<file path="src/rtl/trig_sequencer.sv">
// trig_sequencer: command FIFO of {N,S,W} feeding a timed single-cycle pulse-train FSM.
// Optional abort/flush path enabled by defining TRIG_SEQ_ABORT_EN.
module trig_sequencer #(
  parameter int unsigned FIFO_DEPTH = 4
) (
  input  logic        I_clk,
  input  logic        I_rst,
  input  logic        I_trig,
  input  logic [31:0] I_trig_num,
  input  logic [31:0] I_trig_step,
  input  logic [31:0] I_wait,
  input  logic        I_abort,
  output logic        O_cmd_ready,
  output logic        O_pulse,
  output logic [31:0] O_idx,
  output logic        O_busy,
  output logic        O_done,
  output logic        O_overflow,
  output logic        O_aborted
);

  localparam int unsigned AW = $clog2(FIFO_DEPTH);
  localparam logic [AW:0]   DEPTH_C = (AW+1)'(FIFO_DEPTH);
  localparam logic [AW:0]   CNT_ONE = (AW+1)'(1);
  localparam logic [AW-1:0] PTR_ONE = AW'(1);

  typedef enum logic [2:0] {S_IDLE, S_LOAD, S_WAIT, S_FIRE, S_DONE} state_t;

  logic [95:0]   mem_q [FIFO_DEPTH];
  logic [AW-1:0] wr_ptr_q, rd_ptr_q;
  logic [AW:0]   count_q, count_d;
  logic          ready_q, overflow_q;
  logic          abort, full, pop, push, drop;
  logic [31:0]   head_n, head_s, head_w, head_sp;

  state_t      state_q;
  logic [31:0] n_q, s_q, cnt_q, k_q, idx_q;
  logic        pulse_q, busy_q, done_q;

`ifdef TRIG_SEQ_ABORT_EN
  logic aborted_q;
  assign abort = I_abort;

  always_ff @(posedge I_clk) begin
    if (I_rst) aborted_q <= 1'b0;
    else       aborted_q <= I_abort;
  end
  assign O_aborted = aborted_q;
`else
  logic unused_abort;
  assign unused_abort = I_abort;
  assign abort        = 1'b0;
  assign O_aborted    = 1'b0;
`endif

  assign full    = (count_q == DEPTH_C);
  assign pop     = (state_q == S_IDLE) && (count_q != '0) && !abort;
  assign push    = I_trig && !abort && (!full || pop);
  assign drop    = I_trig && !abort && full && !pop;
  assign count_d = count_q + (push ? CNT_ONE : '0) - (pop ? CNT_ONE : '0);

  assign {head_n, head_s, head_w} = mem_q[rd_ptr_q];
  assign head_sp = (head_s == 32'd0) ? 32'd1 : head_s;

  always_ff @(posedge I_clk) begin
    if (push) mem_q[wr_ptr_q] <= {I_trig_num, I_trig_step, I_wait};
  end

  always_ff @(posedge I_clk) begin
    if (I_rst || abort) begin
      wr_ptr_q <= '0;
      rd_ptr_q <= '0;
      count_q  <= '0;
      ready_q  <= 1'b1;
    end else begin
      if (push) wr_ptr_q <= wr_ptr_q + PTR_ONE;
      if (pop)  rd_ptr_q <= rd_ptr_q + PTR_ONE;
      count_q <= count_d;
      ready_q <= (count_d != DEPTH_C);
    end
  end

  always_ff @(posedge I_clk) begin
    if (I_rst)     overflow_q <= 1'b0;
    else if (drop) overflow_q <= 1'b1;
  end

  // The head entry is decoded in the pop cycle so a zero wait fires on the very next cycle.
  always_ff @(posedge I_clk) begin
    if (I_rst) begin
      state_q <= S_IDLE;
      n_q     <= 32'd0;
      s_q     <= 32'd0;
      cnt_q   <= 32'd0;
      k_q     <= 32'd0;
      idx_q   <= 32'd0;
      pulse_q <= 1'b0;
      busy_q  <= 1'b0;
      done_q  <= 1'b0;
    end else if (abort) begin
      state_q <= S_IDLE;
      pulse_q <= 1'b0;
      busy_q  <= 1'b0;
      done_q  <= 1'b0;
    end else begin
      case (state_q)
        S_IDLE: begin
          pulse_q <= 1'b0;
          done_q  <= 1'b0;
          if (pop) begin
            n_q    <= head_n;
            s_q    <= head_sp;
            k_q    <= 32'd0;
            busy_q <= 1'b1;
            if (head_n == 32'd0) begin
              state_q <= S_LOAD;
            end else if (head_w == 32'd0) begin
              state_q <= S_FIRE;
              pulse_q <= 1'b1;
              idx_q   <= 32'd0;
              cnt_q   <= head_sp - 32'd1;
            end else begin
              state_q <= S_WAIT;
              cnt_q   <= head_w - 32'd1;
            end
          end else begin
            busy_q <= 1'b0;
          end
        end
        S_LOAD: begin
          state_q <= S_DONE;
          done_q  <= 1'b1;
        end
        S_WAIT: begin
          if (cnt_q == 32'd0) begin
            state_q <= S_FIRE;
            pulse_q <= 1'b1;
            idx_q   <= 32'd0;
            k_q     <= 32'd0;
            cnt_q   <= s_q - 32'd1;
          end else begin
            cnt_q <= cnt_q - 32'd1;
          end
        end
        // cnt_q counts the gap cycles left before the next pulse.
        S_FIRE: begin
          if (pulse_q && (k_q == n_q - 32'd1)) begin
            state_q <= S_DONE;
            pulse_q <= 1'b0;
            done_q  <= 1'b1;
          end else if (cnt_q == 32'd0) begin
            pulse_q <= 1'b1;
            k_q     <= k_q + 32'd1;
            idx_q   <= k_q + 32'd1;
            cnt_q   <= s_q - 32'd1;
          end else begin
            pulse_q <= 1'b0;
            cnt_q   <= cnt_q - 32'd1;
          end
        end
        S_DONE: begin
          state_q <= S_IDLE;
          done_q  <= 1'b0;
          busy_q  <= 1'b0;
        end
        default: begin
          state_q <= S_IDLE;
          pulse_q <= 1'b0;
          busy_q  <= 1'b0;
          done_q  <= 1'b0;
        end
      endcase
    end
  end

  assign O_cmd_ready = ready_q;
  assign O_overflow  = overflow_q;
  assign O_pulse     = pulse_q;
  assign O_idx       = idx_q;
  assign O_busy      = busy_q;
  assign O_done      = done_q;

endmodule

</file>
<file path="config.mk">
export PLATFORM = sky130hd
export DESIGN_NAME = trig_sequencer
export DESIGN_NICKNAME = d
export VERILOG_FILES = /design/src/rtl/trig_sequencer.sv
export SDC_FILE = /design/constraint.sdc
export NUM_CORES = 1
export LEC_CHECK = 0
export CAP_MARGIN = 10
export CELL_PAD_IN_SITES_DETAIL_PLACEMENT = 0
export CELL_PAD_IN_SITES_GLOBAL_PLACEMENT = 1
export CORE_ASPECT_RATIO = 2
export CORE_UTILIZATION = 51
export CTS_BUF_LIST = sky130_fd_sc_hd__clkbuf_8
export DETAILED_ROUTE_END_ITERATION = 8
export PLACE_DENSITY = 0.82
export SYNTH_ARGS = -nofsm -noshare
export SYNTH_HDL_FRONTEND = slang
export SYNTH_SLANG_ARGS = --single-unit
export TNS_END_PERCENT = 5
</file>
<file path="constraint.sdc">
create_clock -name I_clk -period 6.2 [get_ports I_clk]
set_input_delay 1.55 -clock I_clk [delete_from_list [all_inputs] [get_ports I_clk]]
set_output_delay 1.55 -clock I_clk [all_outputs]
set_load 0.005 [all_outputs]
</file>
# --- Word-level counts from Yosys, hierarchy flattened ---
# Memory sizes are Yosys's and may differ from the RTL's. A register that Yosys moved wholly into a read port is not among the register bits.
# Index checks and enable logic that the tools add are counted.
op_classes:
  n_lt_le_gt_ge: 0
  muxes: 39
  shift: 0
  n_reduce_logical: 24
  n_addsub: 10
  bitwise: 2
  eq_ne: 14
  div_mod_pow: 0
  n_mul: 0
op_table:
  columns: ["cell", "count"]
  rows:
  - ["two-way mux 32 bit", 13]
  - ["one-hot mux 32 bit (3 select lines)", 3]
  - ["subtractor 32 x 1 -> 32 bit, second input constant", 5]
  - ["zero test 32 bit", 4]
  - ["adder 32 x 1 -> 32 bit, second input constant", 1]
  - ["equality test 32 bit", 1]
  - ["two-way mux 1 bit", 13]
  - ["!= test 2 bit, second input constant", 6]
  - ["one-hot mux 3 bit (4 select lines)", 1]
  - ["two-way mux 3 bit", 3]
  - ["AND reduction 7 bit", 1]
  - ["equality test 3 x 2 -> 1 bit, second input constant", 2]
  - ["equality test 3 bit, second input constant", 2]
  - ["two-way mux 2 bit", 3]
  - ["AND reduction 2 bit", 3]
  - ["nonzero test 3 bit", 2]
  - ["logical AND 1 bit", 5]
  - ["AND reduction 5 bit", 1]
  - ["adder 2 x 1 -> 2 bit, second input constant", 2]
  - ["one-hot mux 1 bit (4 select lines)", 1]
  - ["AND reduction 4 bit", 1]
  - ["adder 3 x 1 -> 3 bit", 1]
  - ["equality test 3 x 1 -> 1 bit, second input constant", 1]
  - ["zero test 3 bit", 1]
  - ["11 further kinds", 13]
totals:
  romBits: 0
  wordCells: 104
  regBits: 175
  mem_count: 1
  mem_bits_rw: 384
  latchBits: 0
  inputBits: 100
  out_inout_bits: 38
memory_table:
  columns: ["name", "words", "word_bits", "rd", "rd_ports_with_merged_regs", "write_ports", "line_no", "rtl"]
  rows:
  - ["mem_q", 4, 96, 1, 1, 1, "29", "logic [95:0] mem_q [FIFO_DEPTH];"]

# --- Depth between registers and ports, before layout ---
# Gate-level depths: netlist (run 1).
depth:
  word_depth: 8
  mapped_depth: 18
  mapped_depth_nobuf: 13

# --- Least setup slack after synthesis (run 1) ---
# OpenSTA, ideal clock, no wires.
synth_timing:
  kind: "input-to-reg"
  from: "input I_trig"
  to: "memory mem_q[1][0] (enable)"
  t_arrival_ns: 3.826
  path_stages: 1
  path_buffers: 0
  setup_time_ns: 0.466
  required_time_ns: 5.734
  path_slack_ns: 1.908
  path_cell_list: "and3_1"
synth_via:
  elab_chain_cells: 3
synth_lines:
  columns: ["item", "line_no", "rtl"]
  rows:
  - ["start, declared", "8", "input logic I_trig,"]
  - ["logical AND 1 bit", "58", "assign push = I_trig && !abort && (!full || pop);"]
  - ["two-way mux 1 bit", "66", "if (push) mem_q[wr_ptr_q] <= {I_trig_num, I_trig_step, I_wait};"]
  - ["two-way mux 1 bit (implied by the code)", "66", null]
  - ["end, declared", "29", null]
# Every way passes these cells.

# --- Worst setup path in the final report (run 1) ---
layout_timing:
  from: "register n_q[0]"
  to: "register k_q[25]"
layout_via:
  elab_chain_cells: 5
layout_lines:
  columns: ["item", "line_no", "rtl"]
  rows:
  - ["start, declared", "37", "logic [31:0] n_q, s_q, cnt_q, k_q, idx_q;"]
  - ["start signal, assigned", "111", "n_q <= head_n;"]
  - ["subtractor 32 x 1 -> 32 bit", "147", "if (pulse_q && (k_q == n_q - 32'd1)) begin"]
  - ["equality test 32 bit", "147", null]
  - ["logical AND 1 bit", "147", null]
  - ["!= test 2 bit (no line)", null, null]
  - ["AND reduction 5 bit (no line)", null, null]
  - ["end signal, assigned", "153", "k_q <= k_q + 32'd1;"]
  - ["end, declared", "37", null]
# Every way passes these cells.
# A chain may end at the register's enable or synchronous reset.

==> reports/metrics.yaml, run 1 <==
status: "completed"
crit_path_top_delay_cell: "a21o_1"
clock_path_buffers: 3
worstMarginPinSlew_ns: 1.04
synth_top_cells_by_count: "384 x edfxtp_1, 199 x nand2_1, 177 x dfxtp_1, 138 x nor2_1, 120 x a21oi_1"
synth_area_leaders: "edfxtp_1 49%, dfxtp_1 15%, mux4_2 9.1%"
antenna_left: 0
cp-start-kind: "flip-flop"
rows: 111
syn_area_per_cell_um2: 13.1
post_cts_buffers: 0
finClkSkew_ns: 0.0339
grt_pass1_vias: 15700
clk_pin_slew_ns: 0.07
drt-initial-drc-count: 1098
seq_area_mm2: 0.0151
seq_area_frac_synth_pct: 63.4
min_period_ns: 4.74
grtUsageTotal_pct: 26.8
nets: 2039
crit_path_max_fanout: 33
root_buffer: "clkbuf_8"
crit_start: "n_q[0]"
cts_sinks: 561
end_kind: "flip-flop"
io_buffers: 135
gp_congestion: 0.917
cts_max_level: 3
cts_tree: "built"
viasPerCell: 5.90
rsz0062_at_grt: "false"
synth_top_area_cell: "edfxtp_1"
synth.net_count: 1921
min_path_type: "reg -> reg"
p_sw_share_pct: 35.0
grt-ovfl-total: 0
r2r_start: "n_q[0]"
fmax_ghz: 0.211
synth_ff_type: "edfxtp_1"
internal_power_uw: 7560
irDropWorstVdd_mv: 0.276
slew_viol_final: 0
required_ns: 6.78
tns_ns: 0
power_frac_seq_pct: 42.4
highest_layer: "met4"
cp_slowest_stage_delay_ns: 0.87
netlist-cell-type-count: 73
p_leak_uw: 0.00910
grt_max_degree: 97
wirelength_um: 61700
combPwrFrac_pct: 31.7
crit_buf_inv: 1
io_pins: 138
synth.most_common_cell: "edfxtp_1"
cap_violations: 0
numCtsBuffers: 77
setup_viol: 0
drc: 0
wl_per_cell_um: 23.6
cts-hold-fix-buffers: 0
place_inst: 2471
maxSlewHeadroom_pct: 30.7
clkLatencyLatePin_ns: 0.68
post-route-period-util_pct: 76.5
synth-async-reset-ratio_pct: 0
whs_path_depth: 2
synthCells: 1811
wl_met3_um: 2400
p_clk_share_pct: 25.9
dp_hpwl_um: 42000
hold_start: "O_idx[27]"
dieArea_mm2: 0.0475
drive_gt1_share_pct: 13.0
wl_met2_um: 34800
synth_edf_count: 384
ys_warn_count: 0
crit_chain: "inv_1 -> ha_1 -> or4b_1 -> or4_4 -> nor3_2 -> xnor2_1 -> a221o_1 -> a22oi_1 -> and3_1 -> a21o_1 -> o21ai_0 -> a21oi_1"
grt_pass1_wl_um: 93500
area_growth_pct: 14.6
n_fill_cell: 3650
p_switching_uw: 4070
cp.depth: 12
vias: 15400
start_util_pct: 51.7
multi_input_area_mm2: 0.00810
dr.pass1.iters: 5
ctsResizeCount: 0
coreArea_mm2: 0.0460
r2r_cells: 12
fp.dieW_um: 155
critPathKind: "reg -> reg"
synth_area_mm2: 0.0238
die_h_um: 307
crit_arrival_ns: 5.32
hold_viol_final: 0
wl_met1_um: 20400
ys_ff_latch: 561
power_density_mw_per_mm2: 427
final_cells: 2611
antenna_found_initial: 2
yosys.area.top_type_share_pct: 48.5
critPathTopFamily: "simple AND/OR/NAND/NOR gates"
## power by group through the flow
stage | sequential, uW | combinational, uW | clock, uW
5_1_grt | 4980 | 3960 | 3240
4_1_cts | 4930 | 3690 | 3080
3_5_place_dp | 5010 | 3680 | 0
6_report | 4930 | 3690 | 3010
3_3_place_gp | 4980 | 3620 | 0
2_1_floorplan | 4770 | 2750 | 0
## area by class of cell
class / count / share of cell area [%]
Antenna cell: 2 / 0.0184
Multi-Input combinational cell: 1113 / 29.7
Clock buffer: 87 / 4.40
Timing Repair Buffer: 158 / 5.77
Clock inverter: 51 / 1.64
Tap cell: 621 / 2.85
Inverter: 18 / 0.248
Sequential cell: 561 / 55.4
## worst min-delay path: stages (launching register included)
cell and delay, ns:
dfxtp_1 0.31, nand2_1 0.05, a21oi_1 0.05
## sequential cells by signal, summed over array words and instances, names as in the netlist, 2 cells and up, named ones only
name	flops
mem_q	384
wr_ptr_q	2
k_q	32
n_q	32
rd_ptr_q	2
count_q	3
s_q	32
cnt_q	32
state_q	3
O_idx	32
## metrics by stage
step | util, % | setup slack, ns | hold WS, ns | power, uW | cell area, um2
final | 59.3 | 1.46 | 0.452 | 11600 | 27200
after global routing | 59.3 | 1.11 | 0.468 | 12200 | 27200
after CTS | 59.3 | 1.46 | 0.453 | 11700 | 27200
after detailed placement | 55.7 | 1.52 | 0.445 | 8690 | 25600
after global placement | 55.7 | 1.56 | 0.443 | 8610 | 25600
after floorplan | - | 1.91 | 0.436 | 7520 | 23800
## kinds of logic after synthesis
family	Yosys count	synth area share, %
buffers and inverters	137	2.66
flip-flops	561	63.4
AND/OR/NAND/NOR	578	11.9
AO/OA/AOI/OAI	325	8.52
XOR/XNOR	98	3.61
other	1	0.0158
multiplexers	101	9.31
adder cells (fa/ha/maj)	10	0.558
## worst paths after layout
check | to | slack [ns]
setup reg to reg | k_q[25] | 1.46
hold reg to reg | O_idx[27] | 0.45
setup / recovery | k_q[25] | 1.46
hold / removal | O_idx[27] | 0.45
## layout by cell type, fill, tap and decap left out, types with 14 or more instances in the layout
cell / instances
nand2_1: 199
inv_1: 45
a21oi_1: 120
or3_1: 14
dfxtp_1: 175
nor4_1: 43
clkdlybuf4s50_1: 134
nor2_1: 137
edfxtp_1: 384
nand4_1: 18
a31oi_1: 41
xnor2_1: 51
nand3b_1: 22
nand3_1: 34
and3_1: 22
o21ai_0: 57
buf_4: 20
a22oi_1: 27
a211oi_1: 29
xor2_1: 47
nor3_1: 28
clkbuf_8: 87
mux4_2: 96
## layer usage
| layer | track usage, % | vias up |
|---|---|---|
| li1 | - | 7126 |
| met1 | 26.1 | 7600 |
| met2 | 51.3 | 505 |
| met3 | 3.80 | 170 |
| met4 | 18.4 | 0 |
| met5 | 0 | - |
Power figures use the tool's default switching activity.
==> run 2, diff against run 1 <==
CORE_UTILIZATION = 46   (was 51)
PLACE_DENSITY = 0.78   (was 0.82)
clock period = 4.1 ns   (was 6.2 ns; I/O delays follow)
==> reports/metrics.yaml, run 2 (same netlist as run 1, synthesis figures left out) <==
n_fill_cell: 4333  # +19%
wirelength_um: 64900  # +5.2%
maxSlewHeadroom_pct: 45.3  # +15 points
setup_viol: 0  # unchanged
clk_pin_slew_ns: 0.07  # about the same
irDropWorstVdd_mv: 0.399  # +45%
start_util_pct: 46.7  # -5.0 points
dp_hpwl_um: 45600  # +8.4%
status: "completed"
clock_path_buffers: 3  # unchanged
worstMarginPinSlew_ns: 0.820  # -0.219 ns
final_cell_mix: "384 x edfxtp_1, 199 x nand2_1, 175 x dfxtp_1"
die_h_um: 323  # +5.3%
end_kind: "flip-flop"
min_period_ns: 3.95  # -0.787 ns
drc: 0  # unchanged
rows: 117  # +5.4%
finalPower_uw: 18300  # +57%
wl_per_cell_um: 23.4  # -0.92%
drt-initial-drc-count: 977  # -11%
fp.dieW_um: 163  # +5.2%
finClkSkew_ns: 0.0430  # +0.00909 ns
cts_tree: "built"
slew_viol_final: 0  # unchanged
mostFrequentLayoutCell: "edfxtp_1"
p_leak_uw: 0.00969  # +6.5%
fin_area_mm2: 0.0283  # +3.9%
antenna_left: 0  # unchanged
min_path_type: "reg -> reg"
post-route-period-util_pct: 96.4  # +20 points
cts-hold-fix-buffers: 0  # unchanged
dr.pass1.iters: 7  # +2
rsz0062_at_grt: "false"
io_pins: 138  # unchanged
crit_path_max_fanout: 11  # -67%
highest_layer: "met4"
cap_violations: 0  # unchanged
vias: 16000  # +3.8%
hold_start: "O_idx[5]"
grt_max_degree: 97  # unchanged
io_buffers: 135  # unchanged
grtUsageTotal_pct: 25.4  # -1.4 points
wl_met2_um: 36600  # +5.3%
required_ns: 4.71  # -2.07 ns
final_cells: 2772  # +6.2%
grt-ovfl-total: 0  # unchanged
largest_reg_flops: 384  # unchanged
hold_viol_final: 0  # unchanged
dieArea_mm2: 0.0526  # +11%
wl_met1_um: 21100  # +3.5%
nets: 2162  # +6.0%
drive_gt1_share_pct: 18.1  # +5.0 points
place_inst: 2624  # +6.2%
whs_path_depth: 2  # unchanged
min_to: "O_idx[5]"
fmax_ghz: 0.253  # +20%
r2r_cells: 14  # +2
gp_congestion: 0.967  # +5.5%
viasPerCell: 5.76  # -2.3%
clkLatencyLatePin_ns: 0.69  # about the same
antenna_found_initial: 2  # unchanged
coreArea_mm2: 0.0509  # +11%
crit_arrival_ns: 4.57  # -0.75 ns
cts_sinks: 561  # unchanged
numCtsBuffers: 79  # +2.6%
root_buffer: "clkbuf_8"
grt_pass1_wl_um: 97800  # +4.6%
wl_met3_um: 2610  # +8.8%
r2r_end: "cnt_q[22]"
top_register: "mem_q"
r2r_slack_ns: 0.15  # -1.31 ns
power_density_mw_per_mm2: 647  # +52%
tns_ns: 0  # unchanged
cp-start-kind: "flip-flop"
critPathKind: "reg -> reg"
placed_area_mm2: 0.0267  # +4.3%
area_growth_pct: 19.1
cts_max_level: 3  # unchanged
grt_pass1_vias: 16500  # +4.7%
## run 2: cell type report
type | count | area (um2) | share of cell area [%]
sequential | 561 | 15100 | 53.3
multi-input combinational | 1113 | 8140 | 28.7
antenna | 2 | 5.00 | 0.0177
timing repair buffer | 279 | 2630 | 9.29
tap | 654 | 818 | 2.89
clock buffer | 83 | 1140 | 4.04
inverter | 18 | 67.6 | 0.239
clock inverter | 62 | 418 | 1.48
## run 2: worst max-delay path, cell delays in order (launching register included)
cell and delay, ns:
dfxtp_4 0.44, buf_4 0.17, mux4_2 0.53, nor4_1 0.71
nand4_1 0.23, nor2_1 0.16, buf_4 0.24, buf_12 0.14
a31o_2 0.16, nand4b_1 0.31, buf_4 0.19, nor2_1 0.09
nand4_1 0.10, xor2_1 0.24, a22o_1 0.16
## run 2: layer usage
metal	global-route usage [%]	up-vias
li1	-	7358
met1	24.2	7912
met2	48.9	504
met3	4.00	205
met4	16.8	0
met5	0	-
## run 2: stage by stage
step | hold WS, ns | utilization (%) | setup WS, ns
after floorplan | 0.436 | - | 0.333
after global placement | 0.441 | 52.4 | 0.0467
after global routing | 0.477 | 55.5 | 0.00286
after detailed placement | 0.448 | 52.4 | 0.0732
after CTS | 0.457 | 55.4 | 0.0573
final | 0.451 | 55.5 | 0.146
## run 2: worst max path at each step
stage,to,slack [ns]
after global routing,cnt_q[26],0.003
after global placement,cnt_q[26],0.05
after CTS,cnt_q[26],0.06
final,cnt_q[22],0.15
after floorplan,mem_q[1][0],0.33
after detailed placement,cnt_q[26],0.07
## run 2: report_power, final
group | internal [uW] | switching, uW | leakage (uW)
registers | 6790 | 482 | 0.00497
clock network | 2170 | 2160 | 0.000857
logic | 2880 | 3820 | 0.00386
total | 11800 | 6470 | 0.00969
## run 2: timing repair
action,CTS,global route
setup endpoints to repair,0,66
buffers inserted,0,1
gates resized for setup,0,8
